<file path="config.mk">
export PLATFORM = sky130hd
export DESIGN_NAME = sum_of_squares_seq
export DESIGN_NICKNAME = d
export VERILOG_FILES = /design/src/rtl/sum_of_squares_seq.sv
export SDC_FILE = /design/constraint.sdc
export NUM_CORES = 1
export LEC_CHECK = 0
export ABC_AREA = 1
export CAP_MARGIN = 20
export CORE_MARGIN = 10
export CORE_UTILIZATION = 55
export CTS_BUF_LIST = sky130_fd_sc_hd__clkbuf_4 sky130_fd_sc_hd__clkbuf_8 sky130_fd_sc_hd__clkbuf_16
export CTS_CLUSTER_SIZE = 14
export DETAILED_ROUTE_END_ITERATION = 7
export DONT_BUFFER_PORTS = 1
export GPL_TIMING_DRIVEN = 1
export HOLD_SLACK_MARGIN = 0.02
export PLACE_DENSITY = 0.7
export RECOVER_POWER = 25
export SYNTH_ARGS = -nofsm -noshare
export SYNTH_HDL_FRONTEND = slang
export SYNTH_SLANG_ARGS = --single-unit
</file>
<file path="constraint.sdc">
create_clock -name Clock -period 5.5 [get_ports Clock]
set_input_delay 1.1 -clock Clock [delete_from_list [all_inputs] [get_ports Clock]]
set_output_delay 1.1 -clock Clock [all_outputs]
set_load 0.02 [all_outputs]
</file>
<file path="src/rtl/sum_of_squares_seq.sv">
// Sum-of-squares front end: X*X + Y*Y through one shared bit-serial shift-add multiplier.
// Valid/ready on both sides; fixed 2W-edge compute latency.
module sum_of_squares_seq #(
  parameter int W  = 32,
  parameter int CW = 7
) (
  input  logic           Clock,
  input  logic           nReset,
  input  logic           InValid,
  output logic           InReady,
  input  logic [W-1:0]   X,
  input  logic [W-1:0]   Y,
  output logic           OutValid,
  input  logic           OutReady,
  output logic [2*W:0]   SumSq,
  output logic           Busy
);

  // state  | meaning
  // S_IDLE | waiting for an operand pair
  // S_SQX  | accumulating opA * opA, one multiplier bit per edge
  // S_SQY  | accumulating opB * opB, result captured on the last edge
  // S_DONE | result presented, waiting for OutReady
  typedef enum logic [1:0] {S_IDLE, S_SQX, S_SQY, S_DONE} state_t;

  state_t         r_state;
  state_t         w_state_nxt;
  logic [W-1:0]   r_opa;
  logic [W-1:0]   r_opb;
  logic [2*W:0]   r_acc;
  logic [2*W:0]   r_sumsq;
  logic [CW-1:0]  r_cnt;

  logic [W-1:0]   w_op;
  logic [W-1:0]   w_mask;
  logic           w_bit;
  logic           w_last;
  logic [2*W:0]   w_pp;
  logic [2*W:0]   w_acc_nxt;

  assign w_op      = (r_state == S_SQY) ? r_opb : r_opa;
  assign w_mask    = {{(W-1){1'b0}}, 1'b1} << r_cnt;
  assign w_bit     = |(w_op & w_mask);
  assign w_pp      = {{(W+1){1'b0}}, w_op} << r_cnt;
  assign w_acc_nxt = w_bit ? (r_acc + w_pp) : r_acc;
  assign w_last    = (r_cnt == CW'(W-1));

  always_ff @(posedge Clock or negedge nReset) begin
    if (!nReset) begin
      r_state <= S_IDLE;
    end else begin
      r_state <= w_state_nxt;
    end
  end

  always_comb begin
    w_state_nxt = r_state;
    case (r_state)
      S_IDLE:  if (InValid)  w_state_nxt = S_SQX;
      S_SQX:   if (w_last)   w_state_nxt = S_SQY;
      S_SQY:   if (w_last)   w_state_nxt = S_DONE;
      S_DONE:  if (OutReady) w_state_nxt = S_IDLE;
      default:               w_state_nxt = S_IDLE;
    endcase
  end

  always_comb begin
    InReady  = 1'b0;
    Busy     = 1'b0;
    OutValid = 1'b0;
    case (r_state)
      S_IDLE:  InReady  = 1'b1;
      S_SQX,
      S_SQY:   Busy     = 1'b1;
      S_DONE:  OutValid = 1'b1;
      default: InReady  = 1'b0;
    endcase
  end

  always_ff @(posedge Clock or negedge nReset) begin
    if (!nReset) begin
      r_opa   <= '0;
      r_opb   <= '0;
      r_acc   <= '0;
      r_cnt   <= '0;
      r_sumsq <= '0;
    end else begin
      case (r_state)
        S_IDLE: begin
          if (InValid) begin
            r_opa <= X;
            r_opb <= Y;
            r_acc <= '0;
            r_cnt <= '0;
          end
        end
        S_SQX, S_SQY: begin
          r_acc <= w_acc_nxt;
          r_cnt <= w_last ? '0 : r_cnt + 1'b1;
          // last Y edge: capture includes the final partial product
          if (r_state == S_SQY && w_last) begin
            r_sumsq <= w_acc_nxt;
          end
        end
        default: ;
      endcase
    end
  end

  assign SumSq = r_sumsq;

endmodule

</file>
==> results of run 1 <==
sequential cells by signal, summed over array words and instances, names as in the netlist:
signal / flops
SumSq: 65
r_acc: 65
r_opa: 32
r_opb: 32
r_cnt: 7
r_state: 2
what timing repair did:
item / 4_1_cts / 5_1_grt
setup endpoints to repair: 22 / 58
pin swaps: 1 / 0
cloned: 0 / 0
buffers inserted: 1 / 0
resized for setup: 6 / 26
worst max-delay path: cells and delay by family (launching register included):
kind	cells	cell delay, ps
simple gates	8	710
fa+ha+maj	2	670
flops	1	410
buf+inv	5	700
compound gates	10	2590
cells in the final DEF, fill, tap and decap left out, types with 25 or more instances in the layout:
cell	instances
dfrtp_1	203
buf_4	47
nor2_1	255
nand2_1	821
mux2_2	62
nor3_1	25
inv_1	206
ha_1	67
o21ai_0	182
o21ai_1	81
nand3_1	202
a21oi_1	118
worst paths after layout:
| check | to | slack [ps] | cells after the start |
|---|---|---|---|
| setup / recovery | r_acc[63] | 270 | 25 |
| hold / removal | SumSq[0] | 250 | 0 |
| setup reg to reg | r_acc[63] | 270 | 25 |
| hold reg to reg | r_opb[20] | 510 | 1 |
| max in group asynchronous | r_acc[47] | 4900 | 0 |
| min in group Clock | r_opb[20] | 510 | 1 |
metrics by stage:
step           std cells  utilization  hold slack (ps)  worst slack, ps
2_1_floorplan       2513            -              469             1760
3_5_place_dp        2845        0.576              494             -452
4_1_cts             2887        0.601              244             2.61
5_1_grt             2887        0.604              245             12.1
6_report            2887        0.604              251              271
3_3_place_gp        2845        0.576              488             -288
per-layer routing:
layer	vias up	global-route usage
met4	0	0.156
li1	8194	-
met3	180	0.0700
met5	-	0
met2	1138	0.518
met1	8209	0.465
layout make-up:
type,instances,area share
multi-input cells,1993,0.573
well taps,384,0.0274
repair buffers,49,0.0221
inverters,217,0.0468
clock buffers,29,0.0361
flip-flops and latches,203,0.290
clock inverters,12,0.00485
kinds of logic (layout without fill, tap and decap cells):
family,count (synthesis),after routing,synth area share
multiplexers,71,71,0.0483
AND/OR/NAND/NOR,1371,1371,0.344
flip-flops,203,203,0.312
AO/OA/AOI/OAI,448,448,0.146
buffers and inverters,317,307,0.0783
adder cells (fa/ha/maj),70,70,0.0542
XOR/XNOR,33,33,0.0177
==> flow_summary.json, run 1 <==
{
  "cts_sinks": 203,
  "synth.top_cell.area_share": 0.312,
  "viasPerCell": 6.14,
  "core_area_sq_um": 29000,
  "worstSetupPathType": "reg2reg",
  "crit_path_max_incr_delay_ps": 640,
  "worstPathArrival_ps": 5620,
  "fmax_mhz": 191,
  "grt-ovfl-total": 0,
  "path_clk_slew_ps": 70,
  "skew_ps": 30.4,
  "cp-start-kind": "register",
  "place_area_sq_um": 16700,
  "syn_area_sq_um": 16300,
  "cts_made_buffers": 23,
  "num_rows": 62,
  "wl_per_cell_microns": 22.2,
  "clk_path_buf_depth": 3,
  "worstPathRequired_ps": 5890,
  "io_pins": 136,
  "wl_met3_microns": 7380,
  "postCtsHoldBufs": 0,
  "worst_pin_slew_ps": 1060,
  "initial_utilization": 0.562,
  "grt_max_degree": 204,
  "fill_cells": 2787,
  "netlist_top_cells_count": "825 x nand2_1, 258 x nor2_1, 208 x inv_1",
  "wl_met2_microns": 27300,
  "top_layer": "met4",
  "period_needed_ps": 5230,
  "hold_viol_final": 0,
  "syn_inst": 2513,
  "reg2reg_from": "r_state[0]",
  "rsz0062_at_grt": "false",
  "fin_area_sq_um": 17500,
  "synth_most_common_cell": "nand2_1",
  "clk_latency_ps": 550,
  "syn_nets": 2651,
  "setup_tns_ps": 0,
  "routed_wl_microns": 64100,
  "crit_top_cell": "nand2_1",
  "synth.area.top_cells": "dfrtp_1 31%, nand2_1 19%, nand3_1 6.2%",
  "met1_length_microns": 26000,
  "port_buffers": 0,
  "max_slew_margin": 0.286,
  "cp_slowest_cell": "a211oi_1",
  "grt_use_total": 0.343,
  "die-area_sq_um": 36900,
  "yosysSeqAreaShare": 0.312,
  "syn_to_final_growth_pct": 7.50,
  "final_max_slew_viol_count": 0,
  "synth_edf_count": 0,
  "startpoint": "r_state[0]",
  "antenna_found_initial": 0,
  "yosysWarnings": 0,
  "die_h_microns": 192,
  "fin_crit_sh": 0.951,
  "grt_pass1_wl_microns": 98500,
  "worstPathMaxFanout": 29,
  "synth_cell_types": 47,
  "cts.htree.levels": 1,
  "die_x_microns": 192,
  "nNetsFinal": 2625,
  "multi_input_area_sq_um": 10000,
  "seq_area_sq_um": 5080,
  "cp-end-kind": "register",
  "async_reset_ff_frac": 1.00,
  "hold_class": "in2async",
  "status": "complete, no violations",
  "drt_iter0_markers": 2286,
  "cts_tree": "done",
  "synth_area_per_cell_sq_um": 6.49,
  "drc": 0,
  "synth_seq_cells": 203,
  "drtAntennaViolNets": 0,
  "synth_top_flop_cell": "dfrtp_1",
  "drt_first_pass_iters": 6,
  "yosysTopAreaCell": "dfrtp_1",
  "vias": 17700,
  "clk_root_buffer_cell": "clkbuf_16",
  "drive_gt1_frac": 0.0771,
  "grt_pass1_vias": 16900,
  "dp_hpwl_microns": 50300,
  "setup_viol": 0,
  "cap_viol_max_count": 0,
  "diodes": 0,
  "place.gp.congestion": 1.17
}
Power of run 1 is left out: the tool's default activity adds up to more than one toggle a clock period on the data nets, which glitch-free logic cannot reach.
==> inputs of run 2 (changes only) <==
--- a/config.mk
+++ b/config.mk
@@ -16,7 +16,7 @@
 export GPL_TIMING_DRIVEN = 1
 export HOLD_SLACK_MARGIN = 0.02
 export PLACE_DENSITY = 0.7
-export RECOVER_POWER = 25
+export RECOVER_POWER = 100
 export SYNTH_ARGS = -nofsm -noshare
 export SYNTH_HDL_FRONTEND = slang
 export SYNTH_SLANG_ARGS = --single-unit
==> flow_summary.json, run 2 (same netlist as run 1, synthesis figures left out) <==
{
  "status": "complete, but fails checks",
  "violations": "capacitance limit, slew limit",
  "grt-ovfl-total": 0,
  "die-area_sq_um": 36900,
  "seq_area_sq_um": 5080,
  "drt_iter0_markers": 2267,
  "cp_num_cells": 25,
  "cap_viol_max_count": 2,
  "dp_worst_setup_slack_ps": -452,
  "fin_crit_sh": 0.948,
  "hold_class": "in2async",
  "drt_first_pass_iters": 8,
  "cp-end-kind": "register",
  "place.gp.congestion": 1.17,
  "worstPathRequired_ps": 5910,
  "drtAntennaViolNets": 0,
  "die_x_microns": 192,
  "io_pins": 136,
  "skew_ps": 28.9,
  "crit_top_cell": "nand2_1",
  "cp_top_family": "compound AO/OA/AOI/OAI gates",
  "core_area_sq_um": 29000,
  "grt_use_total": 0.343,
  "cts_sinks": 203,
  "layout_common_cells": "821 x nand2_1, 255 x nor2_1, 209 x inv_1",
  "cp-start-kind": "register",
  "syn_to_final_growth_pct": 7.31,
  "port_buffers": 0,
  "place_inst": 2845,
  "initial_utilization": 0.562,
  "viasPerCell": 6.12,
  "wl_per_cell_microns": 22.3,
  "clk_latency_ps": 540,
  "rr_worst_depth": 25,
  "cts_tree": "done",
  "reg2reg_to": "r_acc[59]",
  "max_slew_margin": -1.29,
  "timing.final.ws_setup_ps": 284,
  "antenna_found_initial": 0,
  "critPathBufInv": 4,
  "setup_tns_ps": 0,
  "worstPathMaxFanout": 29,
  "vias": 17700,
  "clk_path_buf_depth": 3,
  "startpoint": "r_state[0]",
  "fill_cells": 2795,
  "path_clk_slew_ps": 70,
  "drc": 0,
  "reg2reg_from": "r_state[0]",
  "grt_pass1_vias": 16900,
  "postCtsHoldBufs": 0,
  "clk_root_buffer_cell": "clkbuf_16",
  "routed_wl_microns": 64200,
  "stdcell_count": 2887,
  "worst_pin_slew_ps": 3440,
  "grt_max_degree": 204,
  "crit_path_max_incr_delay_ps": 460,
  "final_max_slew_viol_count": 111,
  "whs_ps": 250,
  "cts_made_buffers": 23,
  "worstSetupPathType": "reg2reg",
  "cp_slowest_cell": "nor3_1",
  "worstPathArrival_ps": 5620,
  "cp-endpoint": "r_acc[59]",
  "setup_viol": 0,
  "layout_commonest_cell": "nand2_1",
  "fmax_mhz": 192,
  "period_needed_ps": 5220,
  "drive_gt1_frac": 0.0723,
  "dp_hpwl_microns": 50300,
  "nNetsFinal": 2625,
  "cts.htree.levels": 1,
  "die_h_microns": 192,
  "regToRegSetupSlack_ps": 280,
  "grt_pass1_wl_microns": 98500,
  "num_rows": 62,
  "hold_viol_final": 0,
  "multi_input_area_sq_um": 10000,
  "diodes": 0
}
run 2: how the worst min path moves through the flow:
| stage | from | endpoint | depth (start not counted) | slack (ps) |
|---|---|---|---|---|
| 6_report | nReset | SumSq[0] | 0 | 250 |
| 5_1_grt | nReset | r_acc[24] | 0 | 240 |
| 4_1_cts | nReset | r_acc[3] | 0 | 240 |
| 3_5_place_dp | r_opb[14] | r_opb[14] | 1 | 490 |
| 3_3_place_gp | r_acc[60] | r_acc[60] | 2 | 490 |
| 2_1_floorplan | r_acc[49] | r_acc[49] | 2 | 470 |
run 2: layout make-up:
type / count / share of cell area
flip-flops and latches: 203 / 0.290
clock inverters: 12 / 0.00486
inverters: 217 / 0.0469
well taps: 384 / 0.0275
clock buffers: 29 / 0.0362
repair buffers: 49 / 0.0209
multi-input cells: 1993 / 0.573
run 2: per-stage QoR:
stage          utilization  cell area, sq um
5_1_grt              0.603             17500
2_1_floorplan            -             16300
3_3_place_gp         0.576             16700
4_1_cts              0.601             17400
3_5_place_dp         0.576             16700
6_report             0.603             17500
run 2: worst register-to-register path: stages (launching register included):
cell and delay, ps:
dfrtp_1 410, inv_1 120, ha_2 260, buf_8 220
buf_4 200, nand2_1 60, o21ai_1 170, nand2_1 110
o21ai_0 180, inv_1 70, nor2_1 200, o21ai_0 240
nor2_1 170, nor2_1 50, nor3_1 460, ha_1 390
a21oi_1 210, o21ai_0 200, a21oi_1 360, o21ai_1 270
a21oi_1 230, nand2_1 70, nand2_1 50, nand3_1 150
nand3_1 140, nand2_1 70
run 2: timing repair:
action                     CTS  global route
resized for setup            6            26
cloned                       0             0
setup buffers                1             0
pin swaps                    1             0
setup endpoints to repair   22            58
run 2: metal layers:
layer	global-route usage	vias to the layer above	share of wire
met2	0.518	1055	0.43
li1	-	8188	-
met4	0.156	0	0.053
met3	0.0700	183	0.11
met1	0.465	8256	0.41
met5	0	-	0
Power of run 2 is left out for the same reason.
